==> src/rtl/pci_rr_arbiter.sv <==
// ---------------------------------------------------------------------------
// PciRrArbiter (module pci_rr_arbiter)
// Round-robin PCI bus arbiter for N_REQ masters. It senses bus idle from
// FRAME/IRDY, issues at most one registered grant at a time, revokes a grant
// that is not taken up within TIMEOUT cycles, and rotates priority after each
// bus ownership.
//
// Optional feature: define PCI_ARB_PARK_EN to park the grant on PARK_ID while
// the bus is idle and nobody requests.
//
// Ports
//   i_clk             rising-edge clock
//   i_reset           synchronous, active-high reset
//   i_req             per-master request, level, active-high
//   i_frame           bus FRAME active (active-high)
//   i_irdy            bus IRDY active (active-high)
//   o_gnt             one-hot-or-zero grant, registered
//   o_owner           index of current/last granted master, registered
//   o_bus_busy        high while a granted transaction owns the bus
//   o_timeout_pulse   one-cycle pulse when a grant is revoked by timeout
// ---------------------------------------------------------------------------
module pci_rr_arbiter #(
  parameter int N_REQ   = 4,
  parameter int TIMEOUT = 16,
  parameter int PARK_ID = 0
) (
  input  logic                     i_clk,
  input  logic                     i_reset,
  input  logic [N_REQ-1:0]         i_req,
  input  logic                     i_frame,
  input  logic                     i_irdy,
  output logic [N_REQ-1:0]         o_gnt,
  output logic [$clog2(N_REQ)-1:0] o_owner,
  output logic                     o_bus_busy,
  output logic                     o_timeout_pulse
);

  localparam int IDX_W = $clog2(N_REQ);
  localparam int CNT_W = $clog2(TIMEOUT);

  localparam logic [N_REQ-1:0] ONE_MASK  = N_REQ'(1);
  localparam logic [CNT_W-1:0] CNT_LAST  = CNT_W'(TIMEOUT - 1);
  localparam logic [IDX_W-1:0] PTR_RESET = IDX_W'(N_REQ - 1);

`ifdef PCI_ARB_PARK_EN
  localparam logic [IDX_W-1:0] PARK_IDX  = IDX_W'(PARK_ID);
  localparam logic [N_REQ-1:0] PARK_MASK = ONE_MASK << PARK_IDX;
`endif

`ifdef PCI_ARB_PARK_EN
  typedef enum logic [1:0] {IDLE = 2'd0, GRANT = 2'd1, BUSY = 2'd2, PARK = 2'd3} state_t;
`else
  typedef enum logic [1:0] {IDLE = 2'd0, GRANT = 2'd1, BUSY = 2'd2} state_t;
`endif

  state_t             r_state, w_state;
  logic [N_REQ-1:0]   r_gnt, w_gnt;
  logic [IDX_W-1:0]   r_owner, w_owner;
  logic               r_busy, w_busy;
  logic               r_tp, w_tp;
  logic [CNT_W-1:0]   r_cnt, w_cnt;
  logic [IDX_W-1:0]   r_ptr, w_ptr;

  logic               w_bus_idle;
  logic [IDX_W-1:0]   w_winner;
  logic               w_found;

  assign w_bus_idle = !i_frame && !i_irdy;

  // Winner search: the first requesting master after the last bus owner,
  // wrapping around, so the master that just used the bus is looked at last.
  always_comb begin : winnerSearch
    logic [IDX_W-1:0] idx;
    w_winner = '0;
    w_found  = 1'b0;
    idx      = '0;
    for (int i = 1; i <= N_REQ; i++) begin
      idx = IDX_W'((int'(r_ptr) + i) % N_REQ);
      if (!w_found && i_req[idx]) begin
        w_winner = idx;
        w_found  = 1'b1;
      end
    end
  end

  // Next-state and next-output logic. Every output is registered, so this
  // block computes what the registers take on the coming edge. A grant is
  // only ever issued from IDLE, which guarantees a gnt=0 cycle between owners.
  always_comb begin
    w_state = r_state;
    w_gnt   = r_gnt;
    w_owner = r_owner;
    w_busy  = r_busy;
    w_tp    = 1'b0;
    w_cnt   = r_cnt;
    w_ptr   = r_ptr;
    case (r_state)
      IDLE: begin
        w_gnt  = '0;
        w_busy = 1'b0;
        if (w_bus_idle) begin
          if (w_found) begin
            w_gnt   = ONE_MASK << w_winner;
            w_owner = w_winner;
            w_cnt   = '0;
            w_state = GRANT;
          end
`ifdef PCI_ARB_PARK_EN
          else begin
            w_gnt   = PARK_MASK;
            w_owner = PARK_IDX;
            w_state = PARK;
          end
`endif
        end
      end
      GRANT: begin
        // Frame wins over withdrawal and timeout in the same cycle.
        if (i_frame) begin
          w_ptr   = r_owner;
          w_busy  = 1'b1;
          w_state = BUSY;
        end else if (!i_req[r_owner]) begin
          w_gnt   = '0;
          w_state = IDLE;
        end else if (r_cnt == CNT_LAST) begin
          // Timed-out master is moved to the back of the queue.
          w_gnt   = '0;
          w_tp    = 1'b1;
          w_ptr   = r_owner;
          w_state = IDLE;
        end else begin
          w_cnt = r_cnt + 1'b1;
        end
      end
      BUSY: begin
        if (w_bus_idle) begin
          w_gnt   = '0;
          w_busy  = 1'b0;
          w_state = IDLE;
        end else if (!i_req[r_owner]) begin
          w_gnt = '0;
        end
      end
`ifdef PCI_ARB_PARK_EN
      PARK: begin
        if (i_frame) begin
          w_ptr   = PARK_IDX;
          w_busy  = 1'b1;
          w_state = BUSY;
        end else if ((i_req & ~PARK_MASK) != '0) begin
          w_gnt   = '0;
          w_state = IDLE;
        end
      end
`endif
      default: begin
        w_gnt   = '0;
        w_busy  = 1'b0;
        w_state = IDLE;
      end
    endcase
  end

  // State and output registers with synchronous reset. Reset drops any
  // grant on the same edge and never produces a timeout pulse.
  always_ff @(posedge i_clk) begin
    if (i_reset) begin
      r_state <= IDLE;
      r_gnt   <= '0;
      r_owner <= '0;
      r_busy  <= 1'b0;
      r_tp    <= 1'b0;
      r_cnt   <= '0;
      r_ptr   <= PTR_RESET;
    end else begin
      r_state <= w_state;
      r_gnt   <= w_gnt;
      r_owner <= w_owner;
      r_busy  <= w_busy;
      r_tp    <= w_tp;
      r_cnt   <= w_cnt;
      r_ptr   <= w_ptr;
    end
  end

  assign o_gnt           = r_gnt;
  assign o_owner         = r_owner;
  assign o_bus_busy      = r_busy;
  assign o_timeout_pulse = r_tp;

endmodule

==> config.mk <==
export PLATFORM = sky130hd
export DESIGN_NAME = pci_rr_arbiter
export DESIGN_NICKNAME = d
export VERILOG_FILES = /design/src/rtl/pci_rr_arbiter.sv
export SDC_FILE = /design/constraint.sdc
export NUM_CORES = 1
export LEC_CHECK = 0
export ABC_AREA = 0
export CORE_MARGIN = 4
export CORE_UTILIZATION = 41
export DETAILED_ROUTE_END_ITERATION = 6
export PLACE_DENSITY = 0.7
export SYNTH_ARGS = -nofsm -noshare
export SYNTH_HDL_FRONTEND = slang
export SYNTH_SLANG_ARGS = --single-unit
==> constraint.sdc <==
create_clock -name i_clk -period 1.73 [get_ports i_clk]
set_input_delay 0.173 -clock i_clk [delete_from_list [all_inputs] [get_ports i_clk]]
set_output_delay 0.173 -clock i_clk [all_outputs]
set_load 0.01 [all_outputs]
# Word level (Yosys, flattened, before mapping)
# Index checks and enable logic that the tools add are counted.
# totals
in_bits	8
mem_bits_ro	0
ff_bits	16
latchBits	0
ram_bits	0
n_memories	0
# classes
bitwise	2
n_addsub	5
mul	0
shifts	1
n_lt_le_gt_ge	5
muxes	46
n_eq_ne	13
n_reduce_logical	20
n_div	0
# op_table
operator	n
$mux W4	12
$mux W2	13
$lt A2 B3 Y1 const B	5
$ne A2 B2 Y1 const B	7
$mux W1	12
$pmux W4 S3	1
$bmux W1 S2	5
$reduce_and A3 Y1	3
$pmux W4 S2	1
$ne A3 B3 Y1 const B	2
$pmux W2 S3	1
$reduce_and A6 Y1	1
$reduce_bool A2 Y1	3
$logic_not A1 Y1	5
$add A2 B1 Y2 const B	2
$add A2 B2 Y2 const B	2
$add A4 B1 Y4 const B	1
$eq A4 B4 Y1 const B	1
$logic_and A1 B1 Y1	4
$ne A4 B4 Y1 const B	1
$reduce_and A4 Y1	1
$reduce_or A4 Y1	1
$shl A1 B2 Y4 const A	1
$eq A2 B1 Y1 const B	1
other kinds (5)	6

# Depth between registers and ports, before layout
# Gate-level depths: netlist of run 1.
# depth
depth_word	17
mapped_depth	5

# Worst setup path before layout of run 1
# No wires, ideal clock.
# synth_timing
path_type	register -> register
startpoint	register r_owner[1], in the netlist o_owner[1]
endpoint	register r_gnt[1], in the netlist o_gnt[1]
path_stages_with_launch	5
required_time_ps	1613
setup_time_ps	117
period_less_slack_ps	1678
slack_ps	52
arrival_time_ps	1561
path_buffers	0
path_cell_list	dfxtp_1 mux4_2 or2_0 o311a_2 a32o_1
# synth_between
elab_chain_cells	5
elab_cells_between_ends	8
classes_between	2 x eq/ne; 5 x mux; 1 x reduce/logical
# synth_rtl
item	line_no	text
from (decl)	58	logic [IDX_W-1:0] r_owner, w_owner;
from (signal assigned)	179	r_owner <= w_owner;
$bmux W1 S2 *	123, 141	
$mux W1 (implied by the code) *	123, 141	
$mux W4	123	end else if (!i_req[r_owner]) begin
$mux W4	119	if (i_frame) begin
$pmux W4 S3	97	case (r_state)
to (signal assigned)	178	r_gnt <= w_gnt;
to (decl)	57	logic [N_REQ-1:0] r_gnt, w_gnt;
# Every way passes the cells marked *; elsewhere a longest branch is shown, timed or not. The select of a mux whose other input is x is not followed.
# A chain may end at the register's enable or synchronous reset.

# Final worst setup path of run 1
# layout_timing
startpoint	register r_cnt[0]
endpoint	register r_gnt[2], in the netlist o_gnt[2]
# layout_between
elab_chain_cells	3
# layout_rtl
item	line_no	text
from (decl)	61	logic [CNT_W-1:0] r_cnt, w_cnt;
from (signal assigned)	182	r_cnt <= w_cnt;
$eq A4 B4 Y1	126	end else if (r_cnt == CNT_LAST) begin
$ne A3 B3 Y1 (no source line)	n/a	
$reduce_and A3 Y1 (no source line)	n/a	
# No other way between the ends.

==> run_results.csv, run 1 <==
group,metric,value,unit
run_status,status,"finished, final reports clean",
logic_synthesis,ys_async_sr_fraction,0,%
logic_synthesis,netlist_top_cells_count,"dfxtp_1 (16), nor2_1 (12), a21oi_1 (7), nand2_1 (7)",
detailed_routing,viasPerCell,5.57,
clocking,htree_levels,1,
setup_path,crit_fanout,3,
clocking,ctsResizeCount,0,
die,die_height,53.0,um
layout,layout.nets,136,
setup_path,critPathArrivalTime,1790,ps
setup_path,cp-startpoint,"r_cnt[0]$_SDFFE_PP0P_",
power,p_seq_share,54.0,%
global_routing,grt_use_total,16.6,%
setup_path,slowest_stage,"o311a_2",
die,core,1940,sq um
layout,num_antenna_cells,0,
clocking,cts.sinks,16,
sta,drv_slew,0,
power,p_leak,0.000421,uW
logic_synthesis,yosysMostFrequentCell,"dfxtp_1",
sta,hold_violations,0,
clocking,insertion_delay,280,ps
setup_path,required,1910,ps
global_routing,grt_pass1_wl,3.47,mm
sta,whs,475,ps
power,clkPwrFrac,26.2,%
global_routing,grt_start_max_net_pins,9,
power,p_total,717,uW
global_routing,antenna_found_initial,0,
logic_synthesis,synthCells,97,
logic_synthesis,ys_seq_area_share,38.6,%
sta,finalSetupViolations,0,
sta,worst_pin_slew,720,ps
logic_synthesis,synth_top_cell_area_share,38.6,%
clocking,path_clk_slew,90,ps
flow_run,cap_violations,0,
setup_path,critPathCapture,"o_gnt[2]$_SDFFE_PP0P_",
sta,post-route-period-util,93.1,%
sta,max_freq,0.621,GHz
sta,fin_ws,120,ps
power,swShare,25.6,%
placement,portBuffers,15,
clocking,numCtsBuffers,3,
placement,place_congestion,0.807,
logic_synthesis,yosys.area.top_type,"dfxtp_1",
logic_synthesis,synth_top_flop_cell,"dfxtp_1",
die,ios,16,
sta,max_slew_margin,51.4,%
power,p_int,533,uW
logic_synthesis,yosysUniqueCellTypes,37,
logic_synthesis,postSynthRegisterBits,16,
detailed_routing,drt_wl_total,2.03,mm
detailed_routing,drc,0,
logic_synthesis,synth_edf_count,0,
logic_synthesis,synthTopCellsByArea,"dfxtp_1 (39%), nor2_1 (5.4%), a21oi_1 (4.2%), a32o_1 (3.6%), nand2_1 (3.2%)",
worst_hold_path,holdCritPathClass,"reg -> reg",
detailed_routing,wl_per_cell,13.3,um
power,max-vdd-ir-drop,0.000342,V
logic_synthesis,syn_area,831,sq um
global_routing,grt_pass1_vias,841,
logic_synthesis,synth.avg_cell_area,8.56,sq um
global_routing,overflow,0,
logic_synthesis,yosysWarnings,0,
sta,fin_skew,9.24,ps
sta,grt_setup_unrepaired,"false",
setup_path,max_stage_delay,420,ps
setup_path,worstRegToRegCells,5,
setup_path,worstReg2RegEnd,"o_gnt[2]$_SDFFE_PP0P_",
power,power.density,641,nW/um^2
layout,drive_above_1_share,14.4,%
placement,place_hpwl,1.62,mm
die,die-area,2810,sq um
setup_path,crit_chain,"ha_1, and3_1, nor2_1, o311a_2, a32o_1",
power,p_sw,184,uW
detailed_routing,vias,847,
logic_synthesis,syn-num-nets,106,
layout,syn_to_final_growth,34.6,%
setup_path,crit_path_start_kind,"flip-flop",
setup_path,r2r_slack,120,ps
detailed_routing,drtAntennaViolNets,0,
die,start_util,42.8,%
clocking,cts-root-buf,"clkbuf_4",
clocking,clock_path_buffers,2,
detailed_routing,firstDrtPassIters,4,
setup_path,critPathKind,"reg -> reg",
clocking,post_cts_buffers,0,
sta,fin_crit,1610,ps
placement,dp_cells,149,
setup_path,endpoint_kind,"flip-flop",
clocking,cts_hold_buf,0,
placement,pre_cts_slack,-160,ps
die,dieWidth,53.0,um
die,rows,16,
setup_path,rr_startpoint,"r_cnt[0]$_SDFFE_PP0P_",
sta,setup_tns,0,ps
clocking,cts_tree,"built",
power,p_comb_share,19.8,%
layout,stdcell_count,152,
detailed_routing,drt_iter0_drc,22,
-- state kept, by name (all words and copies together), names as in the netlist --
signal	cells
o_gnt	4
r_cnt	4
o_owner	2
r_ptr	2
r_state	2
o_bus_busy	1
o_timeout_pulse	1
-- layer usage --
| metal | global-route usage, % | share of wire [%] |
|---|---|---|
| met5 | 0 | 0 |
| met4 | 8.51 | 1.9 |
| met3 | 3.66 | 5.1 |
| met2 | 28.9 | 49 |
| met1 | 18.7 | 44 |
-- kinds of logic after synthesis --
logic type      count (synthesis)  share of synthesized area (%)
simple gates                   46                           31.0
compound gates                 28                           23.2
flops                          16                           38.6
buf+inv                         4                           1.96
xor+xnor                        1                           1.05
mux                             1                           2.71
fa+ha+maj                       1                           1.51
-- worst max-delay path: cells and delay by family (launching register included) --
| family | cells | cell delay (ps) |
|---|---|---|
| and+or+nand+nor | 2 | 280 |
| AOI/OAI and AO/OA | 2 | 630 |
| DFF | 1 | 390 |
| adders and majority gates | 1 | 210 |
-- power by group through the flow --
stage	combinational [uW]	sequential [uW]	clock (uW)
after floorplan	69.5	396	0
after global placement	139	396	0
after detailed placement	141	396	0
after CTS	141	388	195
after global routing	156	390	211
final	142	387	188
-- stage by stage --
stage | cell area, sq um | util (%)
after global routing | 1120 | 57.6
after floorplan | 831 | -
final | 1120 | 57.6
after CTS | 1120 | 57.6
after global placement | 1100 | 56.4
after detailed placement | 1100 | 56.4
-- final cells by class --
cell class	count	area [sq um]
fillers	189	823
repair buffers	27	240
flip-flops and latches	16	320
clock buffers	3	22.5
inverters	2	7.51
well taps	27	33.8
multi-input cells	77	494
-- cells in the final DEF (no fill, tap or decap), drive strengths merged, types with 3 or more instances in the layout --
cell | synthesis | layout
nor2 | 12 | 12
clkdlybuf4s50 | 0 | 15
nor2b | 3 | 3
nand2b | 4 | 4
dfxtp | 16 | 16
clkbuf | 1 | 3
a21oi | 7 | 7
buf | 1 | 12
a32o | 3 | 3
o21ai | 5 | 5
nand2 | 7 | 7
nand3 | 5 | 5
-- worst min-delay path by stage --
stage / from / endpoint / slack, ps / depth (start not counted)
6_report: o_gnt[3]$_SDFFE_PP0P_ / o_gnt[3]$_SDFFE_PP0P_ / 470 / 1
5_1_grt: o_gnt[3]$_SDFFE_PP0P_ / o_gnt[3]$_SDFFE_PP0P_ / 500 / 1
4_1_cts: o_gnt[3]$_SDFFE_PP0P_ / o_gnt[3]$_SDFFE_PP0P_ / 480 / 1
3_5_place_dp: o_gnt[3]$_SDFFE_PP0P_ / o_gnt[3]$_SDFFE_PP0P_ / 450 / 1
3_3_place_gp: o_gnt[1]$_SDFFE_PP0P_ / o_gnt[1]$_SDFFE_PP0P_ / 450 / 1
2_1_floorplan: i_frame / o_timeout_pulse$_SDFF_PP0_ / 360 / 2
(Power assumes the default switching activity.)
==> inputs of run 2 (changes only) <==
--- a/config.mk
+++ b/config.mk
@@ -6,10 +6,12 @@
 export NUM_CORES = 1
 export LEC_CHECK = 0
 export ABC_AREA = 0
+export CELL_PAD_IN_SITES_DETAIL_PLACEMENT = 1
+export CELL_PAD_IN_SITES_GLOBAL_PLACEMENT = 2
 export CORE_MARGIN = 4
-export CORE_UTILIZATION = 41
+export CORE_UTILIZATION = 29
 export DETAILED_ROUTE_END_ITERATION = 6
-export PLACE_DENSITY = 0.7
+export PLACE_DENSITY = 0.8
 export SYNTH_ARGS = -nofsm -noshare
 export SYNTH_HDL_FRONTEND = slang
 export SYNTH_SLANG_ARGS = --single-unit
==> run 2 against run 1 <==
Utilization decreased by 16 points. Register-to-register slack about the same. Via count decreased by 0.59%. Combinational power increased by 4%. Worst setup slack improved by 11 ps. Sequential power about the same. Critical path type unchanged. Critical endpoint is now o_gnt[3]$_SDFFE_PP0P_.
==> run_results.csv, run 2 (synthesized netlist as in run 1, its figures left out) <==
group,metric,value,unit
sta,fin_ws,131,ps
global_routing,grt_pass1_vias,807,
global_routing,grt_util_met1,16.0,%
sta,grt_setup_unrepaired,"false",
power,power.density,682,nW/um^2
run_status,status,"finished, final reports clean",
setup_path,crit_fanout,3,
setup_path,max_stage_delay,410,ps
placement,place_congestion,0.723,
die,core,2760,sq um
global_routing,antenna_found_initial,0,
layout,mostFrequentLayoutCells,"clkdlybuf4s50_1 (15), dfxtp_1 (15), buf_4 (13)",
flow_run,cap_violations,0,
worst_hold_path,holdCritPathClass,"reg -> reg",
setup_path,worstReg2RegEnd,"o_gnt[3]$_SDFFE_PP0P_",
setup_path,worstRegToRegCells,5,
detailed_routing,vias,842,
global_routing,busiest_layer,"met2",
sta,hold_violations,0,
power,max-vdd-ir-drop,0.000361,V
power,p_leak,0.000434,uW
detailed_routing,drtAntennaViolNets,0,
setup_path,rr_startpoint,"r_cnt[0]$_SDFFE_PP0P_",
sta,fin_skew,9.54,ps
sta,drv_slew,0,
detailed_routing,drt_wl_total,2.31,mm
global_routing,grt_start_max_net_pins,10,
sta,max_freq,0.626,GHz
detailed_routing,firstDrtPassIters,3,
die,dieWidth,61.5,um
setup_path,r2r_slack,130,ps
worst_hold_path,min_from,"o_gnt[0]$_SDFFE_PP0P_",
setup_path,slowest_stage,"o311a_2",
clocking,path_clk_slew,100,ps
clocking,insertion_delay,290,ps
sta,whs,482,ps
detailed_routing,drt_iter0_drc,14,
sta,max_slew_margin,47.4,%
power,p_total,786,uW
sta,setup_tns,0,ps
setup_path,critPathArrivalTime,1780,ps
sta,fin_crit,1600,ps
clocking,cts-root-buf,"clkbuf_4",
detailed_routing,wl_per_cell,14.6,um
clocking,numCtsBuffers,3,
layout,drive_above_1_share,17.3,%
global_routing,grt_use_total,13.6,%
detailed_routing,drc,0,
die,rows,19,
layout,num_antenna_cells,0,
die,die_height,61.5,um
setup_path,required,1910,ps
sta,post-route-period-util,92.4,%
global_routing,overflow,0,
placement,place_hpwl,1.80,mm
die,ios,16,
clocking,cts_tree,"built",
setup_path,endpoint_kind,"flip-flop",
layout,layout.nets,137,
placement,portBuffers,15,
clocking,cts.sinks,16,
worst_hold_path,holdPathEnd,"o_gnt[0]$_SDFFE_PP0P_",
die,start_util,30.1,%
clocking,htree_levels,1,
setup_path,crit_path_start_kind,"flip-flop",
setup_path,crit_chain,"ha_1, and3_1, nor2_1, o311a_2, a32o_1",
global_routing,gr-usage-met2,22.6,%
worst_hold_path,hold_depth,2,
global_routing,met3_usage,3.14,%
die,die-area,3790,sq um
setup_path,critPathKind,"reg -> reg",
sta,worst_pin_slew,778,ps
clocking,post_cts_buffers,0,
detailed_routing,viasPerCell,5.33,
placement,pre_cts_slack,-165,ps
sta,finalSetupViolations,0,
layout,syn_to_final_growth,38.7,%
clocking,clock_path_buffers,2,
global_routing,grt_pass1_wl,3.62,mm
run 2: changes by cell type in the layout (fill, tap and decap cells not counted), sizes merged:
| cell | previous run | this run |
|---|---|---|
| buf | 12 | 13 |
| clkbuf | 3 | 4 |
run 2: worst max path at each step:
stage | start | slack (ps) | to | cells after the start
floorplan | o_owner[1]$_SDFFE_PP0P_ | 50 | o_gnt[1]$_SDFFE_PP0P_ | 4
global placement | i_req[1] | -120 | o_gnt[0]$_SDFFE_PP0P_ | 5
detailed placement | i_req[3] | -160 | r_ptr[1]$_SDFFE_PP1P_ | 7
CTS | o_owner[1]$_SDFFE_PP0P_ | 110 | r_ptr[1]$_SDFFE_PP1P_ | 6
global route | o_owner[1]$_SDFFE_PP0P_ | 30 | r_ptr[1]$_SDFFE_PP1P_ | 6
finish | r_cnt[0]$_SDFFE_PP0P_ | 130 | o_gnt[3]$_SDFFE_PP0P_ | 5
run 2: critical path: cells and delay by family (launching register included):
family | cells | cell delay, ps
adders and majority gates | 1 | 210
AOI/OAI and AO/OA | 2 | 610
and+or+nand+nor | 2 | 280
DFF | 1 | 390
run 2: layout make-up:
cell class,instances,area (sq um)
Sequential cell,16,322
Inverter,2,7.51
Timing Repair Buffer,28,248
Fill cell,332,1610
Multi-Input combinational cell,77,500
Clock buffer,4,36.3
Tap cell,31,38.8
run 2: stage by stage:
| step | cells | instance area [sq um] | utilization, % |
|---|---|---|---|
| after floorplan | 97 | 831 | - |
| after CTS | 158 | 1140 | 41.5 |
| after global routing | 158 | 1150 | 41.8 |
| after detailed placement | 154 | 1110 | 40.2 |
| after global placement | 154 | 1110 | 40.2 |
| final | 158 | 1150 | 41.8 |
run 2: report_power, final:
part           total (uW)  switching [uW]  internal [uW]
Sequential            388            9.99            378
Combinational         147            71.5           75.6
Clock                 251             123            128
run 2: per-layer routing:
metal	share of wire (%)	wire, um
met3	3.2	74
met1	47	1080
met5	0	0
met4	1.9	44
met2	48	1110
run 2: repair_timing:
item	in CTS	in global routing
hold endpoints to repair	0	0
gates resized for setup	0	2
hold buffers	0	0
setup endpoints to repair	0	2
==> inputs of run 3 (changes only) <==
--- a/config.mk
+++ b/config.mk
@@ -5,13 +5,14 @@
 export SDC_FILE = /design/constraint.sdc
 export NUM_CORES = 1
 export LEC_CHECK = 0
-export ABC_AREA = 0
+export ABC_AREA = 1
 export CELL_PAD_IN_SITES_DETAIL_PLACEMENT = 1
 export CELL_PAD_IN_SITES_GLOBAL_PLACEMENT = 2
 export CORE_MARGIN = 4
-export CORE_UTILIZATION = 29
+export CORE_UTILIZATION = 30
+export CTS_BUF_LIST = sky130_fd_sc_hd__clkbuf_4 sky130_fd_sc_hd__clkbuf_8 sky130_fd_sc_hd__clkbuf_16
 export DETAILED_ROUTE_END_ITERATION = 6
-export PLACE_DENSITY = 0.8
+export PLACE_DENSITY = 0.83
 export SYNTH_ARGS = -nofsm -noshare
 export SYNTH_HDL_FRONTEND = slang
 export SYNTH_SLANG_ARGS = --single-unit
==> run 3 against run 2 <==
Synthesized cell count rose by 66%. Clock-buffer cell count did not move. Worst hold slack got worse by 18 ps. Clock power rose by 29%. Global-route usage fell by 1.1 points. Register-to-register slack improved by 30 ps. Wire length rose by 26%.
==> run_results.csv, run 3 <==
group,metric,value,unit
run_status,status,"finished, final reports clean",
logic_synthesis,postSynthRegisterBits,16,
clocking,cts_hold_buf,0,
die,start_util,32.4,%
sta,fin_crit,1570,ps
detailed_routing,drt_wl_total,2.91,mm
setup_path,crit_fanout,9,
global_routing,grt_pass1_vias,1094,
placement,portBuffers,15,
layout,mostFrequentLayoutCells,"nand2_1 (44), inv_1 (15), a21oi_1 (15), clkdlybuf4s50_1 (15), dfxtp_1 (15)",
logic_synthesis,synthTopCellsByArea,"dfxtp_1 (28%), nand2_1 (15%), nand2_4 (11%), a21oi_1 (6.7%), nand3_1 (6.2%)",
clocking,path_clk_slew,60,ps
clocking,numCtsBuffers,3,
placement,place_hpwl,2.45,mm
logic_synthesis,synth_edf_count,0,
sta,grt_setup_unrepaired,"false",
logic_synthesis,yosys.area.top_type,"dfxtp_1",
layout,layout.cells.most_common,"nand2_1",
logic_synthesis,synth_top_flop_cell,"dfxtp_1",
flow_run,cap_violations,0,
clocking,insertion_delay,240,ps
clocking,cts_tree,"built",
setup_path,required,1870,ps
detailed_routing,wl_per_cell,12.5,um
die,core,3470,sq um
logic_synthesis,syn-num-nets,170,
die,ios,16,
sta,max_freq,0.636,GHz
clocking,post_cts_buffers,0,
global_routing,antenna_found_initial,0,
sta,post-route-period-util,90.9,%
power,max-vdd-ir-drop,0.000384,V
layout,drive_above_1_share,23.0,%
die,die_height,69.2,um
setup_path,crit_path_start_kind,"flip-flop",
logic_synthesis,syn_area,1120,sq um
detailed_routing,drtAntennaViolNets,0,
setup_path,critPathArrivalTime,1710,ps
sta,hold_violations,0,
placement,place_congestion,0.821,
layout,num_antenna_cells,0,
clocking,cts.sinks,16,
logic_synthesis,yosysUniqueCellTypes,27,
logic_synthesis,ys_async_sr_fraction,0,%
detailed_routing,firstDrtPassIters,4,
logic_synthesis,synthCells,161,
logic_synthesis,yosysWarnings,0,
sta,fin_ws,158,ps
placement,pre_cts_slack,-108,ps
setup_path,endpoint_kind,"flip-flop",
logic_synthesis,synth_top_cell_area_share,28.5,%
global_routing,overflow,0,
global_routing,grt_use_total,12.4,%
setup_path,critPathKind,"reg -> reg",
sta,drv_slew,0,
logic_synthesis,ys_seq_area_share,28.5,%
logic_synthesis,yosysMostFrequentCell,"nand2_1",
logic_synthesis,synth.avg_cell_area,6.99,sq um
clocking,cts-root-buf,"clkbuf_8",
detailed_routing,vias,1106,
die,die-area,4790,sq um
layout,layout.nets,197,
detailed_routing,drt_iter0_drc,39,
global_routing,grt_pass1_wl,5.04,mm
clocking,htree_levels,1,
power,power.density,682,nW/um^2
power,p_leak,0.000669,uW
placement,post_dp_cell_area,1380,sq um
logic_synthesis,netlist_top_cells_count,"nand2_1 (44), dfxtp_1 (16), a21oi_1 (15), inv_1 (15), nand3_1 (14)",
die,rows,21,
layout,finalInstanceArea,1440,sq um
clocking,clock_path_buffers,2,
power,p_total,985,uW
sta,fin_skew,3.34,ps
layout,final.fill_count,473,
layout,syn_to_final_growth,28.4,%
global_routing,grt_start_max_net_pins,10,
sta,finalSetupViolations,0,
detailed_routing,drc,0,
die,dieWidth,69.2,um
detailed_routing,viasPerCell,4.75,
sta,whs,463,ps
sta,setup_tns,0,ps
sta,worst_pin_slew,369,ps
worst_hold_path,holdCritPathClass,"reg -> reg",
sta,max_slew_margin,75.3,%
-- run 3: cell types whose count changed in the layout (fill, tap and decap cells not counted), moves of 4 or more --
cell      change
nand3_1       +8
inv_1        +13
nand2_2       +5
nand2_4      +11
nand2_1      +37
nand2b_1      -4
a21oi_1       +8
-- run 3: report_power, final --
group	internal [uW]	switching (uW)	total, uW
Sequential	383	17.0	400
Combinational	104	157	260
Clock	201	123	325
-- run 3: layout make-up --
cell class	instances	area, sq um	share of cell area (%)
clock buffer	4	55.1	3.81
sequential	16	324	22.4
tap	46	57.6	3.99
inverter	19	76.3	5.29
multi-input combinational	123	706	48.9
timing repair buffer	25	225	15.6
-- run 3: path summary, 6_finish.rpt --
kind | slack (ps) | depth (start not counted) | start | to
worst max-delay path | 160 | 11 | r_ptr[0]$_SDFFE_PP1P_ | r_cnt[1]$_SDFFE_PP0P_
worst min-delay path | 460 | 2 | o_bus_busy$_SDFFE_PP0P_ | o_bus_busy$_SDFFE_PP0P_
worst max register to register | 160 | 11 | r_ptr[0]$_SDFFE_PP1P_ | r_cnt[1]$_SDFFE_PP0P_
worst min register to register | 460 | 2 | o_bus_busy$_SDFFE_PP0P_ | o_bus_busy$_SDFFE_PP0P_
-- run 3: logic make-up after synthesis --
logic type	count (synthesis)	share of synthesized area, %
AO/OA/AOI/OAI	23	10.7
XOR/XNOR	1	0.779
adder cells (fa/ha/maj)	1	1.11
buffers and inverters	22	9.23
flip-flops	16	28.5
AND/OR/NAND/NOR	98	49.7
-- run 3: what timing repair did --
item,CTS,global route
endpoints found under the setup margin,5,5
resized for setup,1,3
pin swaps,0,0
-- run 3: worst max-delay path: stages, from the launching register on --
cell	delay, ps
dfxtp_4	380
buf_4	140
nand2_1	80
nand2_2	90
nand2_4	90
nand2_4	70
nor2_8	120
nand3_4	90
nand3_4	130
nand2_4	80
o21ai_1	130
nor2_1	50
-- run 3: per-stage QoR --
stage          instances  util [%]
2_1_floorplan        161         -
3_3_place_gp         229      39.7
3_5_place_dp         229      39.7
4_1_cts              233      41.3
5_1_grt              233      41.6
6_report             233      41.6
-- run 3: layer usage --
| metal | GRT usage, % | wire length (um) | vias to the layer above |
|---|---|---|---|
| li1 | - | - | 572 |
| met1 | 15.4 | 1360 | 528 |
| met2 | 22.6 | 1500 | 4 |
| met3 | 1.45 | 34 | 2 |
| met4 | 3.25 | 18 | 0 |
| met5 | 0 | 0 | - |
